--- config.mk ---
export PLATFORM = sky130hd
export DESIGN_NAME = div_unit
export DESIGN_NICKNAME = d
export VERILOG_FILES = /design/src/rtl/div_pkg.sv /design/src/rtl/div_abs.sv /design/src/rtl/div_unit.sv
export SDC_FILE = /design/constraint.sdc
export NUM_CORES = 1
export LEC_CHECK = 0
export CAP_MARGIN = 5
export CORE_ASPECT_RATIO = 1.5
export CORE_UTILIZATION = 53
export DETAILED_ROUTE_END_ITERATION = 6
export PLACE_DENSITY = 0.8
export SYNTH_ARGS = -nofsm -noshare
export SYNTH_HDL_FRONTEND = slang
export SYNTH_SLANG_ARGS = --single-unit
--- constraint.sdc ---
create_clock -name clk -period 5.1 [get_ports clk]
set_input_delay 0.51 -clock clk [delete_from_list [all_inputs] [get_ports clk]]
set_output_delay 0.51 -clock clk [all_outputs]
set_load 0.01 [all_outputs]
--- src/rtl/div_pkg.sv ---
// Shared definitions for the iterative divider: operation encodings,
// FSM state encoding and small operation-decode helpers.
package div_pkg;

    localparam logic [1:0] OP_DIV  = 2'b00;
    localparam logic [1:0] OP_DIVU = 2'b01;
    localparam logic [1:0] OP_REM  = 2'b10;
    localparam logic [1:0] OP_REMU = 2'b11;

    typedef enum logic [1:0] {
        ST_IDLE = 2'b00,
        ST_CALC = 2'b01,
        ST_FIX  = 2'b10,
        ST_DONE = 2'b11
    } div_state_t;

    function automatic logic op_is_signed(input logic [1:0] op);
        return (op == OP_DIV) || (op == OP_REM);
    endfunction

    function automatic logic op_is_rem(input logic [1:0] op);
        return (op == OP_REM) || (op == OP_REMU);
    endfunction

endpackage

--- src/rtl/div_abs.sv ---
// Conditional two's-complement negation. Used both to take the magnitude of
// a signed operand (neg = sign bit) and to restore the sign of a result.
module div_abs #(
    parameter int WIDTH = 64
) (
    input  logic [WIDTH-1:0] val,
    input  logic             neg,
    output logic [WIDTH-1:0] res
);

    // Negate when requested, otherwise pass the value through unchanged
    always_comb begin
        if (neg) begin
            res = (~val) + {{(WIDTH-1){1'b0}}, 1'b1};
        end else begin
            res = val;
        end
    end

endmodule

--- src/rtl/div_unit.sv ---
// Multi-cycle restoring radix-2 divider (DIV/DIVU/REM/REMU).
// Divide-by-zero and signed overflow finish in one cycle; everything else
// takes N CALC cycles plus one FIX cycle for sign correction.
// Optional feature macro: DIV_WORD_EN adds in_word for 32-bit W-form ops.
module div_unit
    import div_pkg::*;
#(
    parameter int DATA_WIDTH = 64
) (
    input  logic                  clk,
    input  logic                  rst_n,
    input  logic                  in_start,
    input  logic [1:0]            in_op,
    input  logic [DATA_WIDTH-1:0] in_dividend,
    input  logic [DATA_WIDTH-1:0] in_divisor,
`ifdef DIV_WORD_EN
    input  logic                  in_word,
`endif
    output logic                  out_busy,
    output logic                  out_done,
    output logic [DATA_WIDTH-1:0] out_result
);

    localparam int CNT_W = $clog2(DATA_WIDTH) + 1;
    localparam logic [DATA_WIDTH-1:0] ALL_ZERO = {DATA_WIDTH{1'b0}};
    localparam logic [DATA_WIDTH-1:0] ALL_ONE  = {DATA_WIDTH{1'b1}};
    localparam logic [DATA_WIDTH-1:0] MIN_NEG  = {1'b1, {(DATA_WIDTH-1){1'b0}}};

    div_state_t            state_r, state_nxt_s;
    logic [1:0]            op_r;
    logic                  neg_q_r, neg_r_r;
    logic [DATA_WIDTH-1:0] quo_r, rem_r, dvs_r;
    logic [CNT_W-1:0]      cnt_r;
    logic                  out_busy_r, out_done_r;
    logic [DATA_WIDTH-1:0] out_result_r;

    logic                  busy_nxt_s, done_nxt_s;
    logic [DATA_WIDTH-1:0] result_nxt_s;
    logic                  accept_s, signed_s, is_rem_s, div_zero_s, ovf_s, special_s;
    logic                  dvd_neg_s, dvs_neg_s, fix_neg_s;
    logic [DATA_WIDTH-1:0] dvd_ext_s, dvs_ext_s, min_neg_s, dvd_mag_s, dvs_mag_s;
    logic [DATA_WIDTH-1:0] special_raw_s, special_val_s, quo_load_s;
    logic [DATA_WIDTH-1:0] fix_sel_s, fix_val_s, fix_final_s;
    logic [CNT_W-1:0]      cnt_load_s;
    logic [DATA_WIDTH:0]   trial_s;

`ifdef DIV_WORD_EN
    logic word_r;

    function automatic logic [DATA_WIDTH-1:0] sext32(input logic [31:0] v);
        return {{(DATA_WIDTH-32){v[31]}}, v};
    endfunction
`endif

    assign accept_s = (state_r == ST_IDLE) && in_start;
    assign signed_s = op_is_signed(in_op);
    assign is_rem_s = op_is_rem(in_op);

    // Extend incoming operands to the working width (word ops use the low half)
    always_comb begin
        dvd_ext_s = in_dividend;
        dvs_ext_s = in_divisor;
        min_neg_s = MIN_NEG;
`ifdef DIV_WORD_EN
        if (in_word) begin
            dvd_ext_s = signed_s ? sext32(in_dividend[31:0]) : {{(DATA_WIDTH-32){1'b0}}, in_dividend[31:0]};
            dvs_ext_s = signed_s ? sext32(in_divisor[31:0])  : {{(DATA_WIDTH-32){1'b0}}, in_divisor[31:0]};
            min_neg_s = sext32(32'h8000_0000);
        end else begin
            min_neg_s = MIN_NEG;
        end
`endif
    end

    assign dvd_neg_s  = signed_s & dvd_ext_s[DATA_WIDTH-1];
    assign dvs_neg_s  = signed_s & dvs_ext_s[DATA_WIDTH-1];
    assign div_zero_s = (dvs_ext_s == ALL_ZERO);
    assign ovf_s      = signed_s && (dvd_ext_s == min_neg_s) && (dvs_ext_s == ALL_ONE);
    assign special_s  = div_zero_s | ovf_s;

    div_abs #(.WIDTH(DATA_WIDTH)) u_abs_dvd (.val(dvd_ext_s), .neg(dvd_neg_s), .res(dvd_mag_s));
    div_abs #(.WIDTH(DATA_WIDTH)) u_abs_dvs (.val(dvs_ext_s), .neg(dvs_neg_s), .res(dvs_mag_s));

    // Short-circuit results: x/0 gives all ones / dividend, overflow gives dividend / 0
    always_comb begin
        if (div_zero_s) begin
            special_raw_s = is_rem_s ? dvd_ext_s : ALL_ONE;
        end else begin
            special_raw_s = is_rem_s ? ALL_ZERO : dvd_ext_s;
        end
        special_val_s = special_raw_s;
`ifdef DIV_WORD_EN
        if (in_word) begin
            special_val_s = sext32(special_raw_s[31:0]);
        end else begin
            special_val_s = special_raw_s;
        end
`endif
    end

    // Word ops park the magnitude at the top so 32 shifts consume exactly its bits
    always_comb begin
        quo_load_s = dvd_mag_s;
        cnt_load_s = CNT_W'(DATA_WIDTH);
`ifdef DIV_WORD_EN
        if (in_word) begin
            quo_load_s = dvd_mag_s << (DATA_WIDTH - 32);
            cnt_load_s = CNT_W'(32);
        end else begin
            quo_load_s = dvd_mag_s;
        end
`endif
    end

    // One restoring step: shift in the next dividend bit and try the subtract
    assign trial_s = {rem_r, quo_r[DATA_WIDTH-1]} - {1'b0, dvs_r};

    assign fix_sel_s = op_is_rem(op_r) ? rem_r : quo_r;
    assign fix_neg_s = op_is_rem(op_r) ? neg_r_r : neg_q_r;

    div_abs #(.WIDTH(DATA_WIDTH)) u_abs_fix (.val(fix_sel_s), .neg(fix_neg_s), .res(fix_val_s));

    // Sign-extend the corrected word result, full-width ops pass through
    always_comb begin
        fix_final_s = fix_val_s;
`ifdef DIV_WORD_EN
        if (word_r) begin
            fix_final_s = sext32(fix_val_s[31:0]);
        end else begin
            fix_final_s = fix_val_s;
        end
`endif
    end

    // FSM state register
    always_ff @(posedge clk or negedge rst_n) begin
        if (!rst_n) begin
            state_r <= ST_IDLE;
        end else begin
            state_r <= state_nxt_s;
        end
    end

    // FSM next-state logic
    always_comb begin
        state_nxt_s = state_r;
        case (state_r)
            ST_IDLE: begin
                if (in_start) begin
                    state_nxt_s = special_s ? ST_DONE : ST_CALC;
                end else begin
                    state_nxt_s = ST_IDLE;
                end
            end
            ST_CALC: begin
                if (cnt_r == CNT_W'(1)) begin
                    state_nxt_s = ST_FIX;
                end else begin
                    state_nxt_s = ST_CALC;
                end
            end
            ST_FIX:  state_nxt_s = ST_DONE;
            ST_DONE: state_nxt_s = ST_IDLE;
            default: state_nxt_s = ST_IDLE;
        endcase
    end

    // FSM output logic: next values of the registered outputs
    always_comb begin
        busy_nxt_s   = (state_nxt_s == ST_CALC) || (state_nxt_s == ST_FIX);
        done_nxt_s   = (state_nxt_s == ST_DONE);
        result_nxt_s = out_result_r;
        if (accept_s && special_s) begin
            result_nxt_s = special_val_s;
        end else if (state_r == ST_FIX) begin
            result_nxt_s = fix_final_s;
        end else begin
            result_nxt_s = out_result_r;
        end
    end

    // Registered outputs; out_result holds between completions
    always_ff @(posedge clk or negedge rst_n) begin
        if (!rst_n) begin
            out_busy_r   <= 1'b0;
            out_done_r   <= 1'b0;
            out_result_r <= ALL_ZERO;
        end else begin
            out_busy_r   <= busy_nxt_s;
            out_done_r   <= done_nxt_s;
            out_result_r <= result_nxt_s;
        end
    end

    // Datapath: capture operands on accept, then iterate while in CALC
    always_ff @(posedge clk or negedge rst_n) begin
        if (!rst_n) begin
            op_r    <= 2'b00;
            neg_q_r <= 1'b0;
            neg_r_r <= 1'b0;
            quo_r   <= ALL_ZERO;
            rem_r   <= ALL_ZERO;
            dvs_r   <= ALL_ZERO;
            cnt_r   <= {CNT_W{1'b0}};
`ifdef DIV_WORD_EN
            word_r  <= 1'b0;
`endif
        end else if (accept_s) begin
            op_r    <= in_op;
            neg_q_r <= dvd_neg_s ^ dvs_neg_s;
            neg_r_r <= dvd_neg_s;
            quo_r   <= quo_load_s;
            rem_r   <= ALL_ZERO;
            dvs_r   <= dvs_mag_s;
            cnt_r   <= cnt_load_s;
`ifdef DIV_WORD_EN
            word_r  <= in_word;
`endif
        end else if (state_r == ST_CALC) begin
            if (!trial_s[DATA_WIDTH]) begin
                rem_r <= trial_s[DATA_WIDTH-1:0];
                quo_r <= {quo_r[DATA_WIDTH-2:0], 1'b1};
            end else begin
                rem_r <= {rem_r[DATA_WIDTH-2:0], quo_r[DATA_WIDTH-1]};
                quo_r <= {quo_r[DATA_WIDTH-2:0], 1'b0};
            end
            cnt_r <= cnt_r - CNT_W'(1);
        end else begin
            cnt_r <= cnt_r;
        end
    end

    assign out_busy   = out_busy_r;
    assign out_done   = out_done_r;
    assign out_result = out_result_r;

endmodule

* Word level (Yosys, flattened, before mapping)
Index checks and enable logic that the tools add are counted. Widths: inputs -> output; s select.
Word-level totals: input port bits 133, logic and storage cells 71, flip-flop bits (word level) 271
Cells by class: bitwise logic cells 7, multiplexer cells 22, reductions and logical operators 13, equality and inequality tests 13, add/sub/neg operators 5
Operators with widths (count):
- $mux 64 | 14
- $add 64x1->64 const B | 3
- $not 64->64 | 3
- $eq 64x64->1 const B | 2
- $sub 65x64->65 | 1
- $logic_not 64->1 | 1
- $eq 2x2->1 const B | 8
- $mux 7 | 2
- $pmux 2 s4 | 1
- $eq 7x1->1 const B | 1
- $sub 7x1->7 const B | 1
- $mux 2 | 3
- $eq 2x1->1 const B | 2
- $logic_and 1x1->1 | 4
- $logic_not 2->1 | 2
- $logic_or 1x1->1 | 4
- $reduce_bool 2->1 | 2
- $and 1x1->1 | 2
- $mux 1 | 2
- $or 1x1->1 | 1
- $xor 1x1->1 | 1

* Depth between registers and ports, before layout
Gate-level depths: netlist of run 1.
word-level depth 10, gate-level depth with buffers 23, gate-level depth less buffers 15

* By module
Synthesis of run 1 repeated with hierarchy kept, for this count alone.
Second synthesis, totals: cell total of the unflattened synthesis 2614, area, all modules 22221.3 um^2
By module, submodules not included:
- div_unit | times used 1, cells an instance 2005, area each 17392.9 um^2, seq. area each 6756.5 um^2
- div_abs at u_abs_dvd ... | times used 2, cells an instance 206, area each 1649.1 um^2, seq. area each 0.0 um^2
- div_abs at u_abs_dvs | times used 1, cells an instance 197, area each 1530.2 um^2, seq. area each 0.0 um^2

* Worst setup path after synthesis of run 1
OpenSTA, ideal clock, no wires.
path type register to register, start point register op_r[1], end point register out_result_r[54], in the netlist out_result[54], setup time 125 ps, data required time 4975 ps, path buffers 11, arrival time 5513 ps, stages on the path, launching flop included 24, clock period less this slack 5638 ps, setup slack -538 ps, path through dfrtp_1 buf_6 buf_6 buf_6 buf_6 buf_2 buf_1 buf_2 buf_2 buf_1 clkbuf_1 buf_2 mux2i_1 ha_1 o211ai_1 nor2_1 nor4b_1 nand4b_1 or4_1 nor3_1 a21oi_1 xor2_1 o21ai_0 mux2_2
Between the ends: longest elaborated chain between the ends 8
RTL lines:
- start: declaration | line div_unit.sv:30 | logic [1:0] op_r;
- start signal: assignment | line div_unit.sv:209 | op_r <= in_op;
- $eq 2x2->1 | line div_pkg.sv:22 | return (op == OP_REM) || (op == OP_REMU);
- $logic_or 1x1->1 * | line div_pkg.sv:22
- $mux 64 | line div_unit.sv:118 | assign fix_sel_s = op_is_rem(op_r) ? rem_r : quo_r;
- $not 64->64 | line div_abs.sv:14 | res = (~val) + {{(WIDTH-1){1'b0}}, 1'b1};
- $add 64x1->64 | line div_abs.sv:14
- $mux 64 * | line div_abs.sv:13 | if (neg) begin
- $mux 64 * | line div_unit.sv:175 | end else if (state_r == ST_FIX) begin
- $mux 64 * | line div_unit.sv:173 | if (accept_s && special_s) begin
- end signal: assignment | line div_unit.sv:191 | out_result_r <= result_nxt_s;
- end: declaration | line div_unit.sv:35 | logic [DATA_WIDTH-1:0] out_result_r;
Mark *: on every way between the ends. The rest lies on a longest branch, timed or not. The select of a mux whose other input is x is not followed. A chain may end at the register's enable or synchronous reset.

* Worst setup path in the final report of run 1
start point register op_r[1], end point register out_result_r[59], in the netlist out_result[59]
Same word-level chain as after synthesis.

==> results of run 1 <==
Yosys cell counts (26+ instances only):
| cell type | count | share of area, % |
|---|---|---|
| nor2_1 | 214 | 3.8 |
| o31ai_1 | 48 | 1.7 |
| nor3_1 | 92 | 2.2 |
| a22oi_1 | 70 | 2.5 |
| nand3_1 | 37 | 0.88 |
| clkbuf_1 | 126 | 2.3 |
| or3_1 | 26 | 0.78 |
| mux2i_1 | 115 | 5.5 |
| a21o_1 | 37 | 1.3 |
| xor2_1 | 133 | 5.6 |
| dfrtp_1 | 270 | 32 |
| xnor2_1 | 114 | 4.8 |
| a21oi_1 | 214 | 5.1 |
| inv_1 | 94 | 1.7 |
| o21ai_0 | 333 | 7.9 |
| nor4_1 | 29 | 0.87 |
| ha_1 | 71 | 4.2 |
| nand2_1 | 303 | 5.4 |
| nand4_1 | 42 | 1.3 |
worst min-delay path: stages, from the launching register on:
cell	delay, ps
dfrtp_1	340
nand2_1	50
o21ai_0	60
logic make-up (layout without fill, tap and decap cells):
kind of cell | after synthesis | in the layout | synth area share [%]
simple gates | 847 | 847 | 18.7
xor+xnor | 247 | 247 | 10.3
buf+inv | 245 | 393 | 4.60
flops | 270 | 270 | 32.2
fa+ha+maj | 72 | 72 | 4.33
mux | 131 | 131 | 6.36
compound gates | 835 | 835 | 23.5
power by group:
part | switching, µW | total, µW | internal, µW
clock network | 907 | 2200 | 1300
logic | 236 | 417 | 180
registers | 0 | 2140 | 2140
metrics by stage:
step	setup slack, ps	utilization (%)	instance area (µm²)
finish	589	63.2	24500
global route	379	63.2	24500
CTS	646	63.2	24500
detailed placement	422	60.7	23500
global placement	472	60.7	23500
floorplan	46.7	-	21000
timing repair:
item | CTS | global route
buffers inserted | 0 | 0
hold endpoints to repair | 83 | 0
hold buffers | 1 | 0
sequential cells by signal, indices dropped and copies added, names as in the netlist:
| signal | count |
|---|---|
| dvs_r | 64 |
| rem_r | 64 |
| neg_q_r | 1 |
| out_busy | 1 |
| out_result | 64 |
| cnt_r | 7 |
| out_done | 1 |
| neg_r_r | 1 |
| quo_r | 64 |
| op_r | 1 |
| state_r | 2 |
worst max-delay path by stage:
stage	endpoint	slack, ps	cells after the start
CTS	out_result[39]	650	11
finish	out_result[59]	590	12
global placement	out_result[19]	470	12
detailed placement	out_result[7]	420	12
global route	out_result[39]	380	11
floorplan	out_result[54]	50	23
per-layer routing:
metal  vias up  global-route usage, %  routed length (µm)
li1       9729                      -                   -
met1      9661                   43.3               27900
met2       891                   54.8               31700
met3       155                   2.68                4330
met4         0                   13.3                2540
met5         -                      0                   0
final cells by class:
cell class                 count  area [µm²]  area share [%]
inverter                      94         353            1.44
clock inverter                13         163           0.664
sequential                   270        6760            27.6
clock buffer                  39         833            3.40
tap                          495         619            2.53
timing repair buffer         247        2470            10.1
multi-input combinational   2132       13300            54.3
==> qor.csv, run 1 <==
stage;metric;value;unit
detailed_routing;final WL;66.4;mm
worst_setup_path;critical path endpoint category;register;
power;Leakage;0.00966;µW
worst_setup_path;Worst EP required;5590;ps
sta;Max Clk Rate;222;MHz
floorplan;Die H;246;µm
job;Max Cap Viol;0;
synthesis;sequential fraction of the synthesis area;32.2;%
synthesis;Post-Syn Area per Cell;7.92;µm²
placement;DP Wirelength;50.6;mm
finish;fill count;3442;
hold_path;WHS Path Cells;2;
power;Peak VDD IR;0.231;mV
floorplan;die area;40400;µm²
synthesis;Post-Syn Area;21000;µm²
sta;TNS Setup;0;ps
detailed_routing;DRC viols;0;
clock_tree;Clock Path Buffers;3;
detailed_routing;WL/cell;20.2;µm
clock_tree;TritonCTS clock tree;built;
clock_tree;CTS sink count;270;
floorplan;Initial Utilization;54.1;%
global_route;global-route wire length before repair;105;mm
clock_tree;H-tree depth;1;
sta;max-slew violations;0;
global_route;largest net degree at the start of global routing;149;
finish;Antenna diodes;0;
worst_setup_path;crit-path cells;buf_4 -> nor3_1 -> a21oi_1 -> or4b_1 -> or2_1 -> or4_1 -> or3_1 -> or3_1 -> o21ai_0 -> xor2_1 -> nor2_1 -> nor3_1;
floorplan;die width;164;µm
clock_tree;TritonCTS Buffers;28;
finish;Finished Layout Cells;3290;
sta;final setup vio count;0;
status;outcome;finished, final reports clean;
synthesis;post-synthesis cell count;2647;
synthesis;Syn Nets;2852;
worst_setup_path;R2R depth;12;
hold_path;HP Start;dvs_r[61];
worst_setup_path;reg2reg end;out_result[59];
worst_setup_path;r2r startpoint;op_r[1];
finish;fin nets;2978;
global_route;global route total overflow;0;
finish;synthesis-to-layout area growth;16.9;%
hold_path;Hold Crit Class;register to register;
worst_setup_path;CP bufs+invs;1;
sta;RSZ-0062 raised after global routing;no;
synthesis;Async SR Flop Fraction;100;%
worst_setup_path;CP Class;register to register;
detailed_routing;via count;20400;
detailed_routing;vias per std cell;6.21;
sta;final hold slack;479;ps
floorplan;io pins;199;
detailed_routing;ANT nets after route;0;
clock_tree;post-CTS sizing;0;
synthesis;Synth Flop Type;dfrtp_1;
floorplan;CORE AREA;38800;µm²
finish;share of layout cells above drive strength 1;5.33;%
placement;placed cells;3237;
worst_setup_path;Worst path slowest cell;dfrtp_4;
worst_setup_path;WP data arrival;5000;ps
worst_setup_path;CP peak stage delay;680;ps
sta;Worst-Margin Slew;1090;ps
synthesis;Yosys reg bits;270;
power;Pwr Total;4760;µW
detailed_routing;TritonRoute pass-1 iters;6;
finish;most common cell after layout, fill and taps aside;o21ai_0;
worst_setup_path;CP Launch Type;register;
global_route;initial antenna violation count;1;
power;PD cells;194;nW/µm²
global_route;global-route usage over all layers;32.7;%
clock_tree;CTS Root Cell;clkbuf_16;
synthesis;Synth cell types;72;
worst_setup_path;worst setup path start;op_r[1];
worst_setup_path;flop2flop setup slack;590;ps
global_route;vias in the first global route;19500;
placement;routability cong.;0.953;
synthesis;Synth Warn #;0;
worst_setup_path;Crit Path Max Fanout;43;
worst_setup_path;cell family with most CP delay;simple AND/OR/NAND/NOR gates;
sta;count of final hold-check violations;0;
hold_path;Min-Delay Endpoint;dvs_r[61];
sta;Tcrit/Tclk final;88.4;%
sta;fin crit period;4510;ps
sta;relative slew slack;27.0;%
clock_tree;worst skew pair latency;570;ps
sta;Setup Skew;16.2;ps
floorplan;row count;88;
detailed_routing;DRT iter0 DRCs;2069;
clock_tree;Reg clk slew, reported paths;70;ps
finish;most frequent cells in the layout;o21ai_0 (333), nand2_1 (301), dfrtp_1 (269);
synthesis;number of synthesized flops with an enable pin;0;
placement;I/O Buffers;198;
No activity file was read; power rests on OpenSTA's default activity.
==> run 2, diff against run 1 <==
- RECOVER_POWER: unset -> 100
==> run 2 against run 1 <==
  * Clock-buffer cell count is the same
  * Final area down 0.42%
  * Routed wire length down 0.16%
  * Register-to-register slack got worse by 180 ps
  * Critical path depth fell by 1
  * Clock power about the same
  * Combinational power about the same
  * Largest power group unchanged
  * Die area unchanged
  * Sequential power about the same
  * Clock skew shrank 1.5 ps
  * Worst setup slack got worse by 180 ps
  * Sequential cell count unchanged
  * Critical endpoint unchanged
  * The flow now finishes with violations (max-capacitance violations, max-slew violations)
==> qor.csv, run 2 (synthesized netlist as in run 1, its figures left out) <==
stage;metric;value;unit
floorplan;row count;88;
hold_path;WHS Path Cells;2;
hold_path;Min-Delay Endpoint;out_result[23];
worst_setup_path;CP Launch Type;register;
floorplan;Initial Utilization;54.1;%
status;failing checks;max-capacitance violations, max-slew violations;
hold_path;HP Start;out_result[23];
worst_setup_path;CP bufs+invs;1;
floorplan;io pins;199;
clock_tree;CTS sink count;270;
worst_setup_path;CP Class;register to register;
worst_setup_path;reg2reg end;out_result[59];
floorplan;die width;164;µm
sta;RSZ-0062 raised after global routing;no;
sta;fin crit period;4690;ps
detailed_routing;via count;20400;
placement;routability cong.;0.953;
worst_setup_path;WP data arrival;5180;ps
clock_tree;TritonCTS clock tree;built;
sta;Setup Skew;14.7;ps
finish;Final Core Density;63.0;%
sta;TNS Setup;0;ps
power;Int Power;3620;µW
finish;Sequential cell area;6760;µm²
job;Max Cap Viol;6;
power;PD cells;195;nW/µm²
detailed_routing;TritonRoute pass-1 iters;7;
clock_tree;Reg clk slew, reported paths;70;ps
detailed_routing;DRT iter0 DRCs;2152;
power;Leakage;0.00978;µW
status;outcome;complete, but fails checks;
power;Switching Power;1140;µW
floorplan;Die H;246;µm
sta;count of final hold-check violations;0;
detailed_routing;DRC viols;0;
power;Logic pwr share;8.7;%
finish;most common cell after layout, fill and taps aside;o21ai_0;
sta;max-slew violations;420;
finish;synthesis-to-layout area growth;16.4;%
worst_setup_path;CP peak stage delay;740;ps
sta;Tcrit/Tclk final;91.9;%
floorplan;CORE AREA;38800;µm²
worst_setup_path;Crit Path Max Fanout;43;
finish;fill count;3458;
worst_setup_path;Worst path slowest cell;dfrtp_4;
global_route;global route total overflow;0;
sta;Max Clk Rate;213;MHz
detailed_routing;final WL;66.3;mm
sta;final setup vio count;0;
clock_tree;CTS Root Cell;clkbuf_16;
worst_setup_path;critical path endpoint category;register;
finish;Multi-input gate area;13300;µm²
global_route;global-route usage over all layers;32.7;%
clock_tree;worst skew pair latency;570;ps
worst_setup_path;R2R depth;11;
global_route;initial antenna violation count;1;
clock_tree;postcts setup bufs;0;
global_route;largest net degree at the start of global routing;149;
floorplan;die area;40400;µm²
detailed_routing;WL/cell;20.1;µm
worst_setup_path;worst setup path start;op_r[1];
detailed_routing;ANT nets after route;0;
placement;DP Area;23500;µm²
finish;fin nets;2978;
finish;Antenna diodes;0;
worst_setup_path;flop2flop setup slack;410;ps
clock_tree;H-tree depth;1;
power;Sequential Power Share;45.0;%
power;switch share;24.0;%
power;clock network power share;46.3;%
placement;I/O Buffers;198;
worst_setup_path;crit-path cells;mux2i_1 -> o211ai_1 -> or4_4 -> or4_4 -> or3_1 -> clkbuf_1 -> or3_1 -> o21ai_0 -> xor2_1 -> nor2_1 -> nor3_1;
global_route;vias in the first global route;19500;
worst_setup_path;Worst EP required;5590;ps
sta;Worst-Margin Slew;3280;ps
sta;relative slew slack;-119;%
finish;post-route cell area;24400;µm²
clock_tree;TritonCTS Buffers;28;
global_route;global-route wire length before repair;105;mm
worst_setup_path;r2r startpoint;op_r[1];
power;Peak VDD IR;0.232;mV
worst_setup_path;cell family with most CP delay;simple AND/OR/NAND/NOR gates;
clock_tree;Clock Path Buffers;3;
detailed_routing;vias per std cell;6.21;
finish;share of layout cells above drive strength 1;4.90;%
finish;most frequent cells in the layout;o21ai_0 (338), nand2_1 (302), dfrtp_1 (269);
hold_path;Hold Crit Class;register to register;
placement;DP Wirelength;50.6;mm
==> run 2: layout make-up <==
cell class / instances / share of cell area [%]
Inverter: 94 / 1.45
Clock buffer: 39 / 3.41
Multi-Input combinational cell: 2132 / 54.4
Tap cell: 495 / 2.54
Clock inverter: 13 / 0.666
Timing Repair Buffer: 247 / 9.83
Sequential cell: 270 / 27.7
==> run 2: timing repair <==
action                    4_1_cts  5_1_grt
hold endpoints to repair       83        0
gates resized for setup         0        0
hold buffers                    1        0
==> run 2: power by group through the flow <==
stage,Sequential (µW),Combinational (µW),Clock (µW)
after detailed placement,2180,410,0
after global routing,2140,449,2300
after CTS,2140,414,2230
after global placement,2180,409,0
after floorplan,2180,149,0
final,2140,414,2210
==> run 2: worst max-delay path by stage <==
stage                     end  slack, ps  depth (start not counted)
2_1_floorplan  out_result[54]         50                         23
3_3_place_gp   out_result[19]        470                         12
3_5_place_dp    out_result[7]        420                         12
4_1_cts        out_result[39]        650                         11
5_1_grt             rem_r[19]        210                         16
6_report       out_result[59]        410                         11
==> run 2: metal layers <==
layer | part of all wire (%) | track usage [%] | vias to the layer above
li1 | - | - | 9722
met1 | 42 | 43.3 | 9657
met2 | 48 | 54.8 | 877
met3 | 6.7 | 2.68 | 162
met4 | 3.9 | 13.3 | 0
met5 | 0 | 0 | -
==> run 2: per-stage QoR <==
stage / setup WS [ps] / power [µW] / cells / hold slack (ps)
2_1_floorplan: 46.7 / 2330 / 2647 / 214
3_3_place_gp: 472 / 2590 / 3237 / 459
3_5_place_dp: 422 / 2590 / 3237 / 469
4_1_cts: 646 / 4780 / 3290 / 483
5_1_grt: 211 / 4890 / 3290 / 490
6_report: 414 / 4760 / 3290 / 476
==> run 2: worst min-delay path, delay by kind of cell (launching register included) <==
kind             cells  cell delay, ps
flip-flops           1             340
AND/OR/NAND/NOR      1              40
AO/OA/AOI/OAI        1              60
